## src/rtl/signal_conflict_monitor_pkg.sv

```systemverilog
// Shared types and constants for the signal conflict monitor: FSM states,
// fault codes, the all-red lamp pattern and a lowest-index helper.
package mon_pkg;

    typedef enum logic [1:0] {
        ALLRED = 2'd0,
        PASS   = 2'd1,
        FLASH  = 2'd2
    } mon_state_e;

    localparam logic [2:0] FLT_NONE      = 3'd0;
    localparam logic [2:0] FLT_CONFLICT  = 3'd1;
    localparam logic [2:0] FLT_INVALID   = 3'd2;
    localparam logic [2:0] FLT_SKIP      = 3'd3;
    localparam logic [2:0] FLT_SHORT_YEL = 3'd4;
    localparam logic [2:0] FLT_TIMEOUT   = 3'd5;
    localparam logic [2:0] FLT_STUCK     = 3'd6;

    localparam logic [3:0] ALL_RED_PAT = 4'hF;

    // Index of the lowest set bit; 0 when no bit is set.
    function automatic logic [1:0] lowest_idx(input logic [3:0] v);
        logic [1:0] idx;
        idx = 2'd0;
        for (int i = 3; i >= 0; i--) begin
            if (v[i]) idx = 2'(i);
        end
        return idx;
    endfunction

endpackage

```

## src/rtl/signal_conflict_monitor_if.sv

```systemverilog
// Lamp-drive bus between the traffic-light controller, the conflict monitor
// and the lamp drivers. The controller side is master, the monitor is slave.
interface signal_conflict_monitor_if;

    logic [3:0] red_in;
    logic [3:0] yel_in;
    logic [3:0] grn_in;
    logic       fault_clr;

    logic [3:0] red_out;
    logic [3:0] yel_out;
    logic [3:0] grn_out;
    logic       fault;
    logic [2:0] fault_code;
    logic [1:0] fault_appr;

    modport master (
        output red_in, yel_in, grn_in, fault_clr,
        input  red_out, yel_out, grn_out, fault, fault_code, fault_appr
    );

    modport slave (
        input  red_in, yel_in, grn_in, fault_clr,
        output red_out, yel_out, grn_out, fault, fault_code, fault_appr
    );

endinterface

```

## src/rtl/signal_conflict_monitor_lamp_timer.sv

```systemverilog
// Per-approach lamp timer: tracks yellow (and, with MON_TIMEOUT_EN, green)
// run lengths and flags skip, short-yellow and green-timeout for one approach.
module lamp_timer
    import mon_pkg::*;
#(
    parameter int MAX_GREEN = 16,
    parameter int MIN_YEL   = 1
) (
    input  logic clk,
    input  logic rst,
    input  logic clr,
    input  logic cur_red,
    input  logic cur_yel,
    input  logic cur_grn,
    input  logic prev_yel,
    input  logic prev_grn,
    output logic skip,
    output logic short_yel,
    output logic timeout
);

    localparam int YW = $clog2(MIN_YEL + 2);
    localparam logic [YW-1:0] YEL_SAT = YW'(MIN_YEL + 1);

    logic [YW-1:0] yel_cnt_q, yel_cnt_d;

    always_comb begin
        // NOTE: every combinational output gets a default first so no path can infer a latch.
        yel_cnt_d = '0;
        if (!clr && cur_yel) begin
            yel_cnt_d = (yel_cnt_q == YEL_SAT) ? yel_cnt_q : yel_cnt_q + 1'b1;
        end
    end

    always_ff @(posedge clk) begin
        // NOTE: state uses non-blocking assignments so all flops see pre-edge values.
        if (rst) begin
            yel_cnt_q <= '0;
        end else begin
            yel_cnt_q <= yel_cnt_d;
        end
    end

    assign skip      = prev_grn & cur_red;
    assign short_yel = prev_yel & ~cur_yel & (yel_cnt_q < YW'(MIN_YEL));

`ifdef MON_TIMEOUT_EN
    localparam int GW = $clog2(MAX_GREEN + 2);
    localparam logic [GW-1:0] GRN_SAT = GW'(MAX_GREEN + 1);

    logic [GW-1:0] grn_cnt_q, grn_cnt_d;

    always_comb begin
        grn_cnt_d = '0;
        if (!clr && cur_grn) begin
            grn_cnt_d = (grn_cnt_q == GRN_SAT) ? grn_cnt_q : grn_cnt_q + 1'b1;
        end
    end

    always_ff @(posedge clk) begin
        if (rst) begin
            grn_cnt_q <= '0;
        end else begin
            grn_cnt_q <= grn_cnt_d;
        end
    end

    // grn_cnt_q counts greens up to the previous sample, so this is green number MAX_GREEN+1.
    assign timeout = cur_grn & (grn_cnt_q >= GW'(MAX_GREEN));
`else
    logic [32:0] unused_cfg;
    assign unused_cfg = {cur_grn, 32'(MAX_GREEN)};
    assign timeout    = 1'b0;
`endif

endmodule

```

## src/rtl/signal_conflict_monitor.sv

```systemverilog
// Signal conflict monitor: passes the 12 lamp drives with one cycle of latency
// and forces flashing red on a safety fault. MON_TIMEOUT_EN adds codes 5 and 6.
module signal_conflict_monitor
    import mon_pkg::*;
#(
    parameter int MAX_GREEN   = 16,
    parameter int MIN_YEL     = 1,
    parameter int ALL_RED     = 4,
    parameter int FLASH_HALF  = 8,
    parameter int STUCK_LIMIT = 64
) (
    input logic clk,
    input logic rst,
    signal_conflict_monitor_if.slave bus
);

    localparam int CW = $clog2(ALL_RED + 1);
    localparam int FW = $clog2(FLASH_HALF + 1);

    mon_state_e    state_q, state_d;
    logic [CW-1:0] clr_cnt_q, clr_cnt_d;
    logic [FW-1:0] flash_cnt_q, flash_cnt_d;
    logic [3:0]    red_q, red_d, yel_q, yel_d, grn_q, grn_d;
    logic [3:0]    prev_red_q, prev_red_d, prev_yel_q, prev_yel_d, prev_grn_q, prev_grn_d;
    logic [2:0]    code_q, code_d;
    logic [1:0]    appr_q, appr_d;

    logic [3:0] invalid_v, skip_v, short_v, timeout_v;
    logic       conflict, stuck, counters_clr;
    logic [2:0] det_code;
    logic [1:0] det_appr;

    for (genvar i = 0; i < 4; i++) begin : g_timer
        lamp_timer #(
            .MAX_GREEN (MAX_GREEN),
            .MIN_YEL   (MIN_YEL)
        ) u_timer (
            .clk       (clk),
            .rst       (rst),
            .clr       (counters_clr),
            .cur_red   (bus.red_in[i]),
            .cur_yel   (bus.yel_in[i]),
            .cur_grn   (bus.grn_in[i]),
            .prev_yel  (prev_yel_q[i]),
            .prev_grn  (prev_grn_q[i]),
            .skip      (skip_v[i]),
            .short_yel (short_v[i]),
            .timeout   (timeout_v[i])
        );
    end

`ifdef MON_TIMEOUT_EN
    localparam int SW = $clog2(STUCK_LIMIT + 2);
    localparam logic [SW-1:0] STUCK_SAT = SW'(STUCK_LIMIT + 1);

    logic [SW-1:0] stuck_cnt_q, stuck_cnt_d;
    logic          same;

    always_comb begin
        same        = ({bus.red_in, bus.yel_in, bus.grn_in} == {prev_red_q, prev_yel_q, prev_grn_q});
        stuck_cnt_d = '0;
        if (!counters_clr && same) begin
            stuck_cnt_d = (stuck_cnt_q == STUCK_SAT) ? stuck_cnt_q : stuck_cnt_q + 1'b1;
        end
        stuck = same && (stuck_cnt_q >= SW'(STUCK_LIMIT - 1));
    end

    always_ff @(posedge clk) begin
        if (rst) begin
            stuck_cnt_q <= '0;
        end else begin
            stuck_cnt_q <= stuck_cnt_d;
        end
    end
`else
    logic [31:0] unused_stuck_limit;
    assign unused_stuck_limit = 32'(STUCK_LIMIT);
    assign stuck              = 1'b0;
`endif

    // Fault detection on the live sample; lowest code wins.
    always_comb begin
        invalid_v = '0;
        conflict  = ($countones(bus.grn_in) > 1);
        for (int i = 0; i < 4; i++) begin
            invalid_v[i] = ($countones({bus.red_in[i], bus.yel_in[i], bus.grn_in[i]}) != 1);
        end
        det_code = FLT_NONE;
        det_appr = 2'd0;
        if (conflict) begin
            det_code = FLT_CONFLICT;
        end else if (|invalid_v) begin
            det_code = FLT_INVALID;
            det_appr = lowest_idx(invalid_v);
        end else if (|skip_v) begin
            det_code = FLT_SKIP;
            det_appr = lowest_idx(skip_v);
        end else if (|short_v) begin
            det_code = FLT_SHORT_YEL;
            det_appr = lowest_idx(short_v);
        end else if (|timeout_v) begin
            det_code = FLT_TIMEOUT;
            det_appr = lowest_idx(timeout_v);
        end else if (stuck) begin
            det_code = FLT_STUCK;
        end
    end

    always_comb begin
        prev_red_d = bus.red_in;
        prev_yel_d = bus.yel_in;
        prev_grn_d = bus.grn_in;
    end

    always_comb begin
        state_d      = state_q;
        clr_cnt_d    = clr_cnt_q;
        flash_cnt_d  = flash_cnt_q;
        code_d       = code_q;
        appr_d       = appr_q;
        red_d        = ALL_RED_PAT;
        yel_d        = '0;
        grn_d        = '0;
        counters_clr = 1'b0;
        unique case (state_q)
            ALLRED, PASS: begin
                if (det_code != FLT_NONE) begin
                    state_d     = FLASH;
                    flash_cnt_d = '0;
                    code_d      = det_code;
                    appr_d      = det_appr;
                end else if (state_q == PASS || clr_cnt_q == CW'(ALL_RED - 1)) begin
                    state_d = PASS;
                    red_d   = bus.red_in;
                    yel_d   = bus.yel_in;
                    grn_d   = bus.grn_in;
                end else begin
                    clr_cnt_d = clr_cnt_q + 1'b1;
                end
            end
            FLASH: begin
                // A clear is only honoured when the sample itself is lamp-safe.
                if (bus.fault_clr && det_code != FLT_CONFLICT && det_code != FLT_INVALID) begin
                    state_d      = ALLRED;
                    clr_cnt_d    = '0;
                    code_d       = FLT_NONE;
                    appr_d       = 2'd0;
                    counters_clr = 1'b1;
                end else if (flash_cnt_q == FW'(FLASH_HALF - 1)) begin
                    flash_cnt_d = '0;
                    red_d       = ~red_q;
                end else begin
                    flash_cnt_d = flash_cnt_q + 1'b1;
                    red_d       = red_q;
                end
            end
            default: state_d = ALLRED;
        endcase
    end

    always_ff @(posedge clk) begin
        if (rst) begin
            state_q     <= ALLRED;
            clr_cnt_q   <= '0;
            flash_cnt_q <= '0;
            red_q       <= ALL_RED_PAT;
            yel_q       <= '0;
            grn_q       <= '0;
            code_q      <= FLT_NONE;
            appr_q      <= 2'd0;
            prev_red_q  <= ALL_RED_PAT;
            prev_yel_q  <= '0;
            prev_grn_q  <= '0;
        end else begin
            state_q     <= state_d;
            clr_cnt_q   <= clr_cnt_d;
            flash_cnt_q <= flash_cnt_d;
            red_q       <= red_d;
            yel_q       <= yel_d;
            grn_q       <= grn_d;
            code_q      <= code_d;
            appr_q      <= appr_d;
            prev_red_q  <= prev_red_d;
            prev_yel_q  <= prev_yel_d;
            prev_grn_q  <= prev_grn_d;
        end
    end

    assign bus.red_out    = red_q;
    assign bus.yel_out    = yel_q;
    assign bus.grn_out    = grn_q;
    assign bus.fault      = (state_q == FLASH);
    assign bus.fault_code = code_q;
    assign bus.fault_appr = appr_q;

endmodule
```

## src/flat_wrapper.sv

```systemverilog
// flat-port wrapper written by rule: the top's interface ports become plain ports
module signal_conflict_monitor_flat import mon_pkg::*;
#(
    parameter int MAX_GREEN   = 16,
    parameter int MIN_YEL     = 1,
    parameter int ALL_RED     = 4,
    parameter int FLASH_HALF  = 8,
    parameter int STUCK_LIMIT = 64
)
  (clk, rst, bus_red_in, bus_yel_in, bus_grn_in, bus_fault_clr, bus_red_out, bus_yel_out, bus_grn_out, bus_fault, bus_fault_code, bus_fault_appr);
  signal_conflict_monitor_if bus_i ();
  input logic clk;
  input logic rst;
  input wire logic [$bits(bus_i.red_in)-1:0] bus_red_in;
  input wire logic [$bits(bus_i.yel_in)-1:0] bus_yel_in;
  input wire logic [$bits(bus_i.grn_in)-1:0] bus_grn_in;
  input wire logic [$bits(bus_i.fault_clr)-1:0] bus_fault_clr;
  output wire logic [$bits(bus_i.red_out)-1:0] bus_red_out;
  output wire logic [$bits(bus_i.yel_out)-1:0] bus_yel_out;
  output wire logic [$bits(bus_i.grn_out)-1:0] bus_grn_out;
  output wire logic [$bits(bus_i.fault)-1:0] bus_fault;
  output wire logic [$bits(bus_i.fault_code)-1:0] bus_fault_code;
  output wire logic [$bits(bus_i.fault_appr)-1:0] bus_fault_appr;
  assign bus_i.red_in = bus_red_in;
  assign bus_i.yel_in = bus_yel_in;
  assign bus_i.grn_in = bus_grn_in;
  assign bus_i.fault_clr = bus_fault_clr;
  assign bus_red_out = bus_i.red_out;
  assign bus_yel_out = bus_i.yel_out;
  assign bus_grn_out = bus_i.grn_out;
  assign bus_fault = bus_i.fault;
  assign bus_fault_code = bus_i.fault_code;
  assign bus_fault_appr = bus_i.fault_appr;
  signal_conflict_monitor #(.MAX_GREEN(MAX_GREEN), .MIN_YEL(MIN_YEL), .ALL_RED(ALL_RED), .FLASH_HALF(FLASH_HALF), .STUCK_LIMIT(STUCK_LIMIT)) u_core (.clk(clk), .rst(rst), .bus(bus_i));
endmodule
```

## config.mk

```make
export PLATFORM = sky130hd
export DESIGN_NAME = signal_conflict_monitor_flat
export DESIGN_NICKNAME = d
export VERILOG_FILES = /design/src/rtl/signal_conflict_monitor_pkg.sv /design/src/rtl/signal_conflict_monitor_if.sv /design/src/rtl/signal_conflict_monitor_lamp_timer.sv /design/src/rtl/signal_conflict_monitor.sv /design/src/flat_wrapper.sv
export SDC_FILE = /design/constraint.sdc
export NUM_CORES = 1
export LEC_CHECK = 0
export ABC_CLOCK_PERIOD_IN_PS = 3100
export BUFFER_PORTS_ARGS = -buffer_cell sky130_fd_sc_hd__buf_2
export CAP_MARGIN = 20
export CORE_ASPECT_RATIO = 0.8
export CORE_MARGIN = 8
export CORE_UTILIZATION = 57
export CTS_CLUSTER_DIAMETER = 200
export DETAILED_ROUTE_END_ITERATION = 8
export GPL_ROUTABILITY_DRIVEN = 0
export PLACE_DENSITY = 0.86
export SLEW_MARGIN = 20
export SYNTH_ARGS = -nofsm -noshare
export SYNTH_HDL_FRONTEND = slang
export SYNTH_SLANG_ARGS = --single-unit
```

## constraint.sdc

```tcl
create_clock -name clk -period 3.1 [get_ports clk]
set_clock_uncertainty 0.2 [all_clocks]
set_input_delay 0.155 -clock clk [delete_from_list [all_inputs] [get_ports clk]]
set_output_delay 0.155 -clock clk [all_outputs]
set_load 0.05 [all_outputs]
```

==> impl_metrics.tcl <==
set metrics [dict create \
    holdWs_ns 0.01224 \
    final.period_utilization 0.9656 \
    end_kind "register" \
    synth_most_common_cell "dfxtp_1" \
    seq_area_um2 840.8 \
    clkPwrFrac 0.312 \
    synth_area_per_cell_um2 9.185 \
    async_flop_share 0 \
    ys_types 47 \
    grt_use_total 0.1653 \
    power_density_nw_per_um2 427.5 \
    grt_pass1_vias 1853 \
    combPwrFrac 0.193 \
    n_fill_cell 306 \
    die_h_um 73 \
    place_hpwl_um 3796 \
    internal_power_uw 821.7 \
    final_cells 353 \
    antenna_found_initial 0 \
    io_pins 33 \
    critPathLaunchType "input pin" \
    cts_buffer_depth 2 \
    critPathArrivalTime_ns 3.01 \
    synth_top_area_frac 0.3632 \
    synth_area_leaders "dfxtp_1, ha_1, inv_1" \
    tightest_slew_ns 0.6864 \
    maxSlewViolCount 0 \
    grt.overflow.total 0 \
    grt_max_degree 25 \
    swShare 0.2927 \
    rsz0062_at_grt "yes" \
    drt-initial-drc-count 165 \
    drive_gt1_frac 0.2282 \
    dieArea_um2 6369 \
    ys_warn_count 0 \
    vias 1931 \
    drc 0 \
    finalPower_mw 1.162 \
    htreeDepth 2 \
    drt-pass1-iter-count 4 \
    slew_headroom 0.5415 \
    fin_util 0.7052 \
    clk_latency_ns 0.29 \
    cts_tree "built" \
    cts_buffers 5 \
    ys_seq_area_frac 0.3632 \
    start_util 0.6006 \
    run_status "finished, final reports clean" \
    post_drt_wl_per_cell_um 14.50 \
    crit_type "in2reg" \
    maxCapViolCount 0 \
    max_freq_ghz 0.3341 \
    p_leak_nw 1.245 \
    min_period_ns 2.993 \
    core_area_um2 3854 \
    clkTransAtPathRegs_ns 0.08 \
    area_growth_pct 17.41 \
    hold_path_class "in2reg" \
    nNetsFinal 342 \
    clock-sinks 42 \
    sequentialPowerShare 0.495 \
    totalWireLength_um 5119 \
    irDropWorstVdd_mv 0.2117 \
    yosys_register_bits 42 \
    synthTopCellsByCount "dfxtp_1, inv_1, ha_1, nor2_1, a21oi_1" \
    portBuffers 32 \
    synth_edf_count 0 \
    synth_ff_type "dfxtp_1" \
    crit_fanout 9 \
    dp.cells 335 \
    syn_nets 297 \
    diodes 0 \
    drt-vias-per-instance 5.470 \
    multi_input_area_um2 1335 \
    cts_root_buffer "clkbuf_8" \
    fp-row-count 20 \
    die_w_um 87.25 \
    antenna_left 0 \
    grt_pass1_wl_um 8369 \
    finalSetupViolations 0 \
    synthCells 252 \
    syn-cell-area_um2 2315 \
    switchingPower_uw 340.0 \
    cp.required_ns 3.12 \
    final-hold-violation-count 0 \
    synth_area_leader_cell "dfxtp_1" \
]
## worst paths after layout
path	from	endpoint	slack (ns)	depth (start not counted)
max	bus_grn_in[1]	u_core.bus.grn_out[3]	0.11	9
min	bus_grn_in[0]	u_core.prev_grn_q[0]	0.01	3
max reg2reg	u_core.g_timer[3].u_timer.yel_cnt_q[0]	u_core.bus.grn_out[3]	0.76	7
min reg2reg	u_core.bus.fault_appr[1]	u_core.bus.fault_appr[1]	0.28	2
## final cells by class
| type | instances | area share |
|---|---|---|
| clock buffers | 7 | 0.03177 |
| clock inverters | 1 | 0.001842 |
| inverters | 27 | 0.03729 |
| multi-input cells | 175 | 0.4913 |
| flip-flops and latches | 42 | 0.3094 |
| well taps | 55 | 0.02532 |
| repair buffers | 46 | 0.1031 |
## power by group through the flow
| stage | registers, mW | logic [mW] | clock network [mW] |
|---|---|---|---|
| floorplan | 0.608 | 0.127 | 0 |
| global placement | 0.587 | 0.199 | 0 |
| detailed placement | 0.588 | 0.207 | 0 |
| CTS | 0.575 | 0.214 | 0.371 |
| global route | 0.578 | 0.247 | 0.390 |
| finish | 0.575 | 0.224 | 0.362 |
## placed cells by master, fill, tap and decap left out, types with 2 or more instances in the layout
| master | n |
|---|---|
| nor3_2 | 4 |
| buf_2 | 32 |
| nand3_1 | 3 |
| or3b_1 | 2 |
| o211ai_1 | 5 |
| nor2_2 | 5 |
| nand2_1 | 16 |
| or3b_4 | 2 |
| a41o_1 | 2 |
| a21oi_1 | 17 |
| ha_1 | 25 |
| and3b_1 | 3 |
| dfxtp_1 | 42 |
| fa_1 | 5 |
| or3_1 | 2 |
| nand4_1 | 2 |
| and2_1 | 2 |
| nand3b_1 | 2 |
| or4_4 | 2 |
| clkbuf_8 | 6 |
| a31oi_1 | 3 |
| mux2i_1 | 5 |
| inv_1 | 27 |
| dlygate4sd3_1 | 6 |
| buf_4 | 8 |
| o31ai_1 | 2 |
| nor4_1 | 6 |
| xor2_1 | 4 |
| nor3_1 | 10 |
| nor2_1 | 19 |
| o21ai_0 | 10 |
## registers in the layout, indices dropped and copies added (netlist names)
name,count
u_core.bus.fault_appr,2
u_core.bus.fault_code,3
u_core.bus.grn_out,4
u_core.bus.red_out,4
u_core.bus.yel_out,4
u_core.clr_cnt_q,3
u_core.flash_cnt_q,4
u_core.g_timer.u_timer.yel_cnt_q,8
u_core.prev_grn_q,4
u_core.prev_yel_q,4
u_core.state_q,2
## per-layer routing
metal / vias to the layer above / share of wire / track usage
li1: 964 / - / -
met1: 898 / 0.48 / 0.2193
met2: 65 / 0.44 / 0.2525
met3: 4 / 0.077 / 0.04274
met4: 0 / 0.0078 / 0.05323
met5: - / 0 / 0
## worst max-delay path, stage by stage
cell           delay (ns)
buf_2                0.10
dlygate4sd3_1        0.54
inv_1                0.08
fa_1                 0.48
or3b_4               0.45
nor4_4               0.37
nand2_2              0.07
or4_4                0.61
nor3_2               0.15
## logic make-up after synthesis
logic type      Yosys count  share of synthesized area
compound gates           47                     0.1303
fa+ha+maj                30                     0.1784
simple gates             89                     0.2260
xor+xnor                  4                    0.01513
buf+inv                  35                    0.06540
mux                       5                    0.02162
flops                    42                     0.3632
## stage by stage
step	setup TNS [ns]	worst slack [ns]	area [um2]
global route	-0.02892	-0.02892	2718
CTS	0	0.02503	2675
finish	0	0.1065	2718
global placement	0	0.2261	2524
floorplan	0	0.3690	2315
detailed placement	0	0.1612	2524
## timing repair
action | CTS | global route
setup endpoints to repair | 0 | 9
setup buffers | 0 | 4
hold buffers | 6 | 0
gates resized for setup | 0 | 4
endpoints found under the hold margin | 8 | 0
(Power assumes the default switching activity.)
